File: src/rtl/seq_signed_divider.sv
// Sequential two's-complement divider: restoring division on operand magnitudes,
// one quotient bit per clock, signs re-applied in a final FIX cycle.
module seq_signed_divider #(
    parameter int numBit = 4
) (
    input  logic              clk,
    input  logic              rst,
    input  logic              start,
    input  logic [numBit-1:0] dividend_in,
    input  logic [numBit-1:0] divisor_in,
    output logic              busy,
    output logic              done,
    output logic [numBit-1:0] quotient_out,
    output logic [numBit-1:0] remainder_out,
    output logic              div_by_zero
);

    localparam int CW = (numBit > 1) ? $clog2(numBit) : 1;
    localparam logic [numBit-1:0] ONE = {{(numBit-1){1'b0}}, 1'b1};

    typedef enum logic [1:0] {
        IDLE = 2'd0,
        CALC = 2'd1,
        FIX  = 2'd2
    } state_t;

    state_t            state_q, state_d;
    logic [CW-1:0]     cnt_q, cnt_d;
    logic [numBit-1:0] pr_q, pr_d;
    logic [numBit-1:0] a_q, a_d;
    logic [numBit-1:0] b_q, b_d;
    logic              sgn_q_q, sgn_q_d;
    logic              sgn_r_q, sgn_r_d;
    logic              dz_q, dz_d;
    logic              busy_q, busy_d;
    logic              done_q, done_d;
    logic [numBit-1:0] quo_q, quo_d;
    logic [numBit-1:0] rem_q, rem_d;
    logic              dbz_q, dbz_d;

    logic [numBit:0]   shifted_s;
    logic [numBit-1:0] diff_s;
    logic              ge_s;

    // Magnitude of a two's-complement value; the most-negative value maps to 2^(numBit-1).
    function automatic logic [numBit-1:0] mag(input logic [numBit-1:0] v);
        if (v[numBit-1]) begin
            mag = ~v + ONE;
        end else begin
            mag = v;
        end
    endfunction

    // Restoring step: the partial remainder never exceeds the divisor magnitude,
    // so the low numBit bits of the subtraction are exact whenever it is kept.
    always_comb begin
        shifted_s = {pr_q, a_q[numBit-1]};
        ge_s      = (shifted_s >= {1'b0, b_q});
        diff_s    = shifted_s[numBit-1:0] - b_q;
    end

    // Next-state and datapath control.
    always_comb begin
        state_d = state_q;
        cnt_d   = cnt_q;
        pr_d    = pr_q;
        a_d     = a_q;
        b_d     = b_q;
        sgn_q_d = sgn_q_q;
        sgn_r_d = sgn_r_q;
        dz_d    = dz_q;
        busy_d  = busy_q;
        done_d  = 1'b0;
        quo_d   = quo_q;
        rem_d   = rem_q;
        dbz_d   = dbz_q;
        case (state_q)
            IDLE: begin
                if (start) begin
                    state_d = CALC;
                    cnt_d   = {CW{1'b0}};
                    pr_d    = {numBit{1'b0}};
                    a_d     = mag(dividend_in);
                    b_d     = mag(divisor_in);
                    sgn_q_d = dividend_in[numBit-1] ^ divisor_in[numBit-1];
                    sgn_r_d = dividend_in[numBit-1];
                    dz_d    = (divisor_in == {numBit{1'b0}});
                    busy_d  = 1'b1;
                end else begin
                    busy_d  = 1'b0;
                end
            end
            CALC: begin
                if (ge_s) begin
                    pr_d = diff_s;
                end else begin
                    pr_d = shifted_s[numBit-1:0];
                end
                a_d   = {a_q[numBit-2:0], ge_s};
                cnt_d = cnt_q + CW'(1);
                if (cnt_q == CW'(numBit-1)) begin
                    state_d = FIX;
                end else begin
                    state_d = CALC;
                end
            end
            FIX: begin
                // With a zero divisor every trial subtraction succeeds, leaving
                // Rmag = |dividend|, so only the quotient needs overriding.
                if (dz_q) begin
                    quo_d = {numBit{1'b1}};
                end else if (sgn_q_q) begin
                    quo_d = ~a_q + ONE;
                end else begin
                    quo_d = a_q;
                end
                if (sgn_r_q) begin
                    rem_d = ~pr_q + ONE;
                end else begin
                    rem_d = pr_q;
                end
                dbz_d   = dz_q;
                done_d  = 1'b1;
                busy_d  = 1'b0;
                state_d = IDLE;
            end
            default: begin
                state_d = IDLE;
                busy_d  = 1'b0;
            end
        endcase
    end

    // State and result registers with synchronous reset.
    always_ff @(posedge clk) begin
        if (rst) begin
            state_q <= IDLE;
            cnt_q   <= {CW{1'b0}};
            pr_q    <= {numBit{1'b0}};
            a_q     <= {numBit{1'b0}};
            b_q     <= {numBit{1'b0}};
            sgn_q_q <= 1'b0;
            sgn_r_q <= 1'b0;
            dz_q    <= 1'b0;
            busy_q  <= 1'b0;
            done_q  <= 1'b0;
            quo_q   <= {numBit{1'b0}};
            rem_q   <= {numBit{1'b0}};
            dbz_q   <= 1'b0;
        end else begin
            state_q <= state_d;
            cnt_q   <= cnt_d;
            pr_q    <= pr_d;
            a_q     <= a_d;
            b_q     <= b_d;
            sgn_q_q <= sgn_q_d;
            sgn_r_q <= sgn_r_d;
            dz_q    <= dz_d;
            busy_q  <= busy_d;
            done_q  <= done_d;
            quo_q   <= quo_d;
            rem_q   <= rem_d;
            dbz_q   <= dbz_d;
        end
    end

    assign busy          = busy_q;
    assign done          = done_q;
    assign quotient_out  = quo_q;
    assign remainder_out = rem_q;
    assign div_by_zero   = dbz_q;

endmodule

File: config.mk
export PLATFORM = sky130hd
export DESIGN_NAME = seq_signed_divider
export DESIGN_NICKNAME = d
export VERILOG_FILES = /design/src/rtl/seq_signed_divider.sv
export SDC_FILE = /design/constraint.sdc
export NUM_CORES = 1
export LEC_CHECK = 0
export BUFFER_PORTS_ARGS = -buffer_cell sky130_fd_sc_hd__buf_2
export CORE_MARGIN = 1.5
export CORE_UTILIZATION = 24
export DETAILED_ROUTE_END_ITERATION = 12
export PLACE_DENSITY = 0.42
export SYNTH_ARGS = -nofsm -noshare
export SYNTH_HDL_FRONTEND = slang
export SYNTH_SLANG_ARGS = --single-unit
File: constraint.sdc
create_clock -name clk -period 1.9 [get_ports clk]
set_input_delay 0.38 -clock clk [delete_from_list [all_inputs] [get_ports clk]]
set_output_delay 0.38 -clock clk [all_outputs]
set_load 0.01 [all_outputs]
==> impl_metrics.env, run 1 <==
export IMPL_status="finished, final reports clean"
export IMPL_worst_slew_pin_slew_ns=0.392
export IMPL_power_density_nw_per_um2=873
export IMPL_synth_top_area_share_pct=39.2
export IMPL_rsz0062_at_grt="no"
export IMPL_crit_required_ns=2.07
export IMPL_worst_ir_drop_vdd_mv=0.263
export IMPL_relSlewSlack_pct=73.9
export IMPL_antenna_cells=0
export IMPL_initial_core_util_pct=25.4
export IMPL_yosysTopAreaCell="dfxtp_1"
export IMPL_slew_violations=0
export IMPL_gp_congestion=0.740
export IMPL_fin_crit_ns=1.67
export IMPL_grt_max_degree=26
export IMPL_die_x_um=82.9
export IMPL_yosysSeqAreaShare_pct=39.2
export IMPL_cts_tree="yes"
export IMPL_setup_tns_final_ns=0
export IMPL_nets=224
export IMPL_fin_crit_sh_pct=87.7
export IMPL_synth_cell_types=38
export IMPL_cts_sinks=30
export IMPL_cts_htree_levels=2
export IMPL_yosys_warnings=0
export IMPL_endpoint_kind="flop"
export IMPL_grt_ovfl_total=0
export IMPL_critPathLaunchType="flop"
export IMPL_numCtsBuffers=5
export IMPL_fmax_mhz=600
export IMPL_core_um2=6030
export IMPL_hold_viol=0
export IMPL_hpwlAfterDp_um=2540
export IMPL_crit_slowest_cell="dfxtp_1"
export IMPL_vias=1246
export IMPL_crit_chain="inv_1 -> ha_1 -> nand4_1 -> nand2_2 -> or3_1 -> a32o_1"
export IMPL_setup_viol=0
export IMPL_timing_worst_setup_path_type="flop to flop"
export IMPL_ios=22
export IMPL_first_pass_iters=4
export IMPL_final_cells=279
export IMPL_min_path_type="input pin to flop"
export IMPL_critical_path_max_stage_delay_ns=0.38
export IMPL_ys_top_cells_by_area="dfxtp_1 (39%), ha_1 (7.4%), nor2_1 (4.9%), a21oi_1 (4.6%), xnor2_1 (4.0%)"
export IMPL_synth_cells=177
export IMPL_final_fill_count=677
export IMPL_multiInputGateArea_um2=852
export IMPL_dp_cells=271
export IMPL_antenna_found_initial=0
export IMPL_port_buffers=21
export IMPL_clock_latency_ns=0.28
export IMPL_syn_area_per_cell_um2=8.65
export IMPL_post_cts_repair_setup_buffers=0
export IMPL_clockRootBuffer="clkbuf_8"
export IMPL_drc=0
export IMPL_netlist_area_um2=1530
export IMPL_dieArea_um2=6870
export IMPL_grt_usage_pct=10.6
export IMPL_synth_seq_cells=30
export IMPL_postRouteAntennaNets=0
export IMPL_syn_nets=198
export IMPL_area_growth_pct=20.4
export IMPL_final_core_util_pct=30.6
export IMPL_worstPathMaxFanout=8
export IMPL_rows=28
export IMPL_cp_arrival_ns=1.84
export IMPL_drive_gt1_share_pct=21.1
export IMPL_grt_pass1_vias=1214
export IMPL_clockBufferDepth=2
export IMPL_maxCapViolations=0
export IMPL_leakage_uw=0.000754
export IMPL_clkTransAtPathRegs_ns=0.06
export IMPL_finalWirelength_um=3350
export IMPL_fp_dieH_um=82.9
export IMPL_grt_first_pass_wirelength_um=5790
export IMPL_drtIter0Drc=44
export IMPL_clock_skew_final_ns=0.00689
export IMPL_via_per_inst=4.47
export IMPL_seqCellArea_um2=601
export IMPL_drt_wirelength_per_cell_um=12.0
## layout by cell type (no fill, tap or decap), types with 7 or more instances in the layout
| master | n |
|---|---|
| clkbuf_8 | 8 |
| nor2_1 | 20 |
| xnor2_1 | 7 |
| a21oi_1 | 13 |
| ha_1 | 9 |
| buf_2 | 21 |
| nor3_1 | 8 |
| inv_1 | 12 |
| nand2_1 | 15 |
| dfxtp_1 | 30 |
## critical path: cells and delay by family (launching register included)
family / cells / cell delay (ns)
fa+ha+maj: 1 / 0.29
buf+inv: 1 / 0.06
compound gates: 1 / 0.24
flops: 1 / 0.38
simple gates: 3 / 0.59
## state kept, by name, summed over array words and instances (netlist names)
name	cells
b_q	4
cnt_q	2
sgn_q_q	1
remainder_out	4
done	1
pr_q	4
state_q	2
dz_q	1
a_q	4
quotient_out	4
div_by_zero	1
sgn_r_q	1
busy	1
## synth_stat cells
cell and number:
a211oi_1 4, buf_2 3, nand3_1 2, nor2_2 3, a211o_1 1, nor4b_1 3, o211a_1 1, or3b_1 1
a211oi_2 2, o21ai_1 1, nor2b_1 4, clkbuf_1 3, a221oi_1 1, nand2_2 1, dfxtp_1 30, nand2_1 15
xor2_1 1, ha_1 9, and2_1 1, nand4_1 1, buf_6 1, a32o_1 2, mux2i_1 3, or3_1 2
a22oi_1 3, nor3b_4 1, and2b_1 1, nor3_2 1, nand2b_1 5, fa_1 1, o21ai_0 5, o31ai_1 3
nor3_1 8, nor2_1 20, a21oi_1 14, xnor2_1 7, a2111oi_0 1, inv_1 12
## cells by family after synthesis
family                   count (synthesis)  synth area share [%]
AO/OA/AOI/OAI                           38                  16.7
XOR/XNOR                                 8                  4.58
adder cells (fa/ha/maj)                 10                  8.66
buffers and inverters                   19                  5.39
flip-flops                              30                  39.2
multiplexers                             3                  1.96
AND/OR/NAND/NOR                         69                  23.4
## power by group
part           internal, µW  switching [µW]  leakage [µW]
clock                   366             244     0.0000575
combinational           131             173      0.000452
sequential              661            35.9      0.000244
total                  1160             453      0.000754
## through the flow
step	setup slack, ns	hold WS, ns	area, µm²	power, µW
2_1_floorplan	0.338	0.432	1530	932
3_3_place_gp	0.190	0.445	1730	1020
3_5_place_dp	0.169	0.447	1730	1010
4_1_cts	0.155	0.361	1840	1640
5_1_grt	0.0948	0.371	1840	1710
6_report	0.233	0.375	1840	1610
## routing by layer
metal  GRT usage, %  up-vias  part of all wire (%)
li1               -      664                     -
met1           14.1      546                    51
met2           15.1       32                    41
met3           3.08        4                   5.6
met4           5.91        0                   2.3
met5              0        -                     0
## final timing paths
| kind | from | end | slack [ns] | depth (start not counted) |
|---|---|---|---|---|
| max | b_q[1] | pr_q[0] | 0.23 | 6 |
| min | divisor_in[0] | b_q[0] | 0.37 | 3 |
| max reg2reg | b_q[1] | pr_q[0] | 0.23 | 6 |
| min reg2reg | remainder_out[0] | remainder_out[0] | 0.45 | 2 |
## area by class of cell
class                           count  share of cell area [%]
Timing Repair Buffer               26                    7.73
Sequential cell                    30                    32.6
Clock buffer                        8                    5.97
Multi-Input combinational cell    128                    46.2
Tap cell                           75                    5.09
Inverter                           12                    2.44
## what timing repair did
action,in CTS,in global routing
hold buffers,0,0
setup endpoints to repair,0,1
resized for setup,0,1
No activity file was read; power rests on OpenSTA's default activity.
==> run 2, diff against run 1 <==
- CELL_PAD_IN_SITES_DETAIL_PLACEMENT: unset -> 1
- CELL_PAD_IN_SITES_GLOBAL_PLACEMENT: unset -> 1
- PLACE_DENSITY: 0.42 -> 0.51
==> run 2 against run 1 <==
  * Clock power fell by 15%
  * Global-route usage rose by 1.1 points
  * Flip-flop and latch count did not move
  * Non-clock buffer count fell by 1
  * Die area did not move
  * Critical path type unchanged
  * Cell area fell by 1.4%
  * Sequential power rose by 0.7%
  * Maximum frequency fell by 3.3%
==> impl_metrics.env, run 2 (synthesis results as in run 1) <==
export IMPL_port_buffers=21
export IMPL_critPathLaunchType="flop"
export IMPL_layout_commonest_cell="dfxtp_1"
export IMPL_cp_arrival_ns=1.89
export IMPL_hp_start="divisor_in[0]"
export IMPL_grt_first_pass_wirelength_um=6540
export IMPL_ff2ff_path_depth=5
export IMPL_regToRegStartpoint="pr_q[1]"
export IMPL_maxCapViolations=0
export IMPL_drtIter0Drc=62
export IMPL_core_um2=6030
export IMPL_crit_family="simple AND/OR/NAND/NOR gates"
export IMPL_antenna_cells=0
export IMPL_dp_worst_setup_slack_ns=0.0972
export IMPL_clockBufferDepth=2
export IMPL_clkTransAtPathRegs_ns=0.06
export IMPL_ios=22
export IMPL_leakage_uw=0.000739
export IMPL_vias=1304
export IMPL_grt_usage_pct=11.7
export IMPL_cts_htree_levels=2
export IMPL_drt_wirelength_per_cell_um=13.5
export IMPL_via_per_inst=4.69
export IMPL_grt_pass1_vias=1426
export IMPL_endpoint_kind="flop"
export IMPL_hpwlAfterDp_um=2960
export IMPL_dieArea_um2=6870
export IMPL_critical_path_max_stage_delay_ns=0.43
export IMPL_area_growth_pct=18.7
export IMPL_relSlewSlack_pct=74.2
export IMPL_status="finished, final reports clean"
export IMPL_fp_dieH_um=82.9
export IMPL_post_cts_repair_setup_buffers=0
export IMPL_min_path_type="input pin to flop"
export IMPL_crit_chain="ha_1 -> nand4_1 -> nand2_2 -> or3_1 -> a32o_1"
export IMPL_nets=223
export IMPL_hold_path_end="b_q[0]"
export IMPL_antenna_found_initial=0
export IMPL_slew_violations=0
export IMPL_fin_ws_ns=0.176
export IMPL_holdPathStages=3
export IMPL_grt_max_degree=26
export IMPL_fin_crit_ns=1.72
export IMPL_worst_path_buf_inv=0
export IMPL_die_x_um=82.9
export IMPL_fmax_mhz=580
export IMPL_holdBufCountCts=0
export IMPL_power_density_nw_per_um2=842
export IMPL_finalWirelength_um=3760
export IMPL_rsz0062_at_grt="no"
export IMPL_cts_tree="yes"
export IMPL_worst_ir_drop_vdd_mv=0.360
export IMPL_setup_tns_final_ns=0
export IMPL_drive_gt1_share_pct=20.2
export IMPL_hold_viol=0
export IMPL_clock_skew_final_ns=0.00583
export IMPL_r2r_end="pr_q[1]"
export IMPL_drc=0
export IMPL_setup_viol=0
export IMPL_ff2ff_setup_slack_ns=0.18
export IMPL_crit_slowest_cell="dfxtp_1"
export IMPL_fin_crit_sh_pct=90.7
export IMPL_fin_area_um2=1820
export IMPL_rows=28
export IMPL_worst_slew_pin_slew_ns=0.377
export IMPL_initial_core_util_pct=25.4
export IMPL_worstPathMaxFanout=8
export IMPL_postRouteAntennaNets=0
export IMPL_cts_sinks=30
export IMPL_place_area_um2=1720
export IMPL_first_pass_iters=4
export IMPL_clock_latency_ns=0.27
export IMPL_gp_congestion=0.761
export IMPL_timing_worst_setup_path_type="flop to flop"
export IMPL_grt_ovfl_total=0
export IMPL_final_fill_count=735
export IMPL_clockRootBuffer="clkbuf_8"
export IMPL_crit_required_ns=2.06
export IMPL_final_cell_mix="dfxtp_1 (30), buf_2 (21), nor2_1 (20)"
export IMPL_numCtsBuffers=5
## run 2: changes by cell type in the layout (fill, tap and decap cells not counted)
cell | previous run | this run
clkinv_2 | 0 | 1
clkbuf_8 | 8 | 6
clkbuf_1 | 0 | 1
buf_4 | 5 | 4
## run 2: report_power, final
| part | switching (µW) | total (µW) | internal (µW) |
|---|---|---|---|
| logic | 182 | 311 | 129 |
| registers | 40.4 | 702 | 662 |
| clock network | 226 | 518 | 292 |
| total | 448 | 1530 | 1080 |
## run 2: what timing repair did
action	in CTS	in global routing
setup endpoints to repair	0	3
gates resized for setup	0	1
hold endpoints to repair	0	0
## run 2: worst reg2reg max path: cells and delay by family (launching register included)
family,cells,cell delay (ns)
flops,1,0.43
compound gates,1,0.25
fa+ha+maj,1,0.32
simple gates,3,0.61
## run 2: worst max-delay path by stage
stage,from,end,cells after the start
after global routing,pr_q[0],pr_q[1],5
final,pr_q[1],pr_q[1],5
after detailed placement,pr_q[1],pr_q[1],5
after global placement,a_q[3],pr_q[1],6
after CTS,b_q[1],pr_q[0],6
after floorplan,a_q[3],pr_q[0],6
## run 2: through the flow
step	total power (µW)	hold slack, ns	instances	utilization (%)
floorplan	932	0.432	177	-
global placement	1000	0.443	270	28.6
detailed placement	1030	0.451	270	28.6
global route	1630	0.375	278	30.2
finish	1530	0.373	278	30.2
CTS	1560	0.364	278	30.1
## run 2: final cells by class
type                            count  area, µm²  share of cell area (%)
Sequential cell                    30        601                    33.0
Multi-Input combinational cell    128        852                    46.9
Inverter                           12       45.0                    2.48
Clock inverter                      1       5.00                   0.275
Tap cell                           75       93.8                    5.16
Clock buffer                        7       86.3                    4.75
Timing Repair Buffer               25        135                    7.43
## run 2: metal layers
layer  part of all wire [%]  track usage, %  up-vias
met5                      0               0        -
met4                    1.1            4.09        0
met3                    3.1            3.38        4
met2                     46            19.1       20
met1                     50            14.6      618
li1                       -               -      662
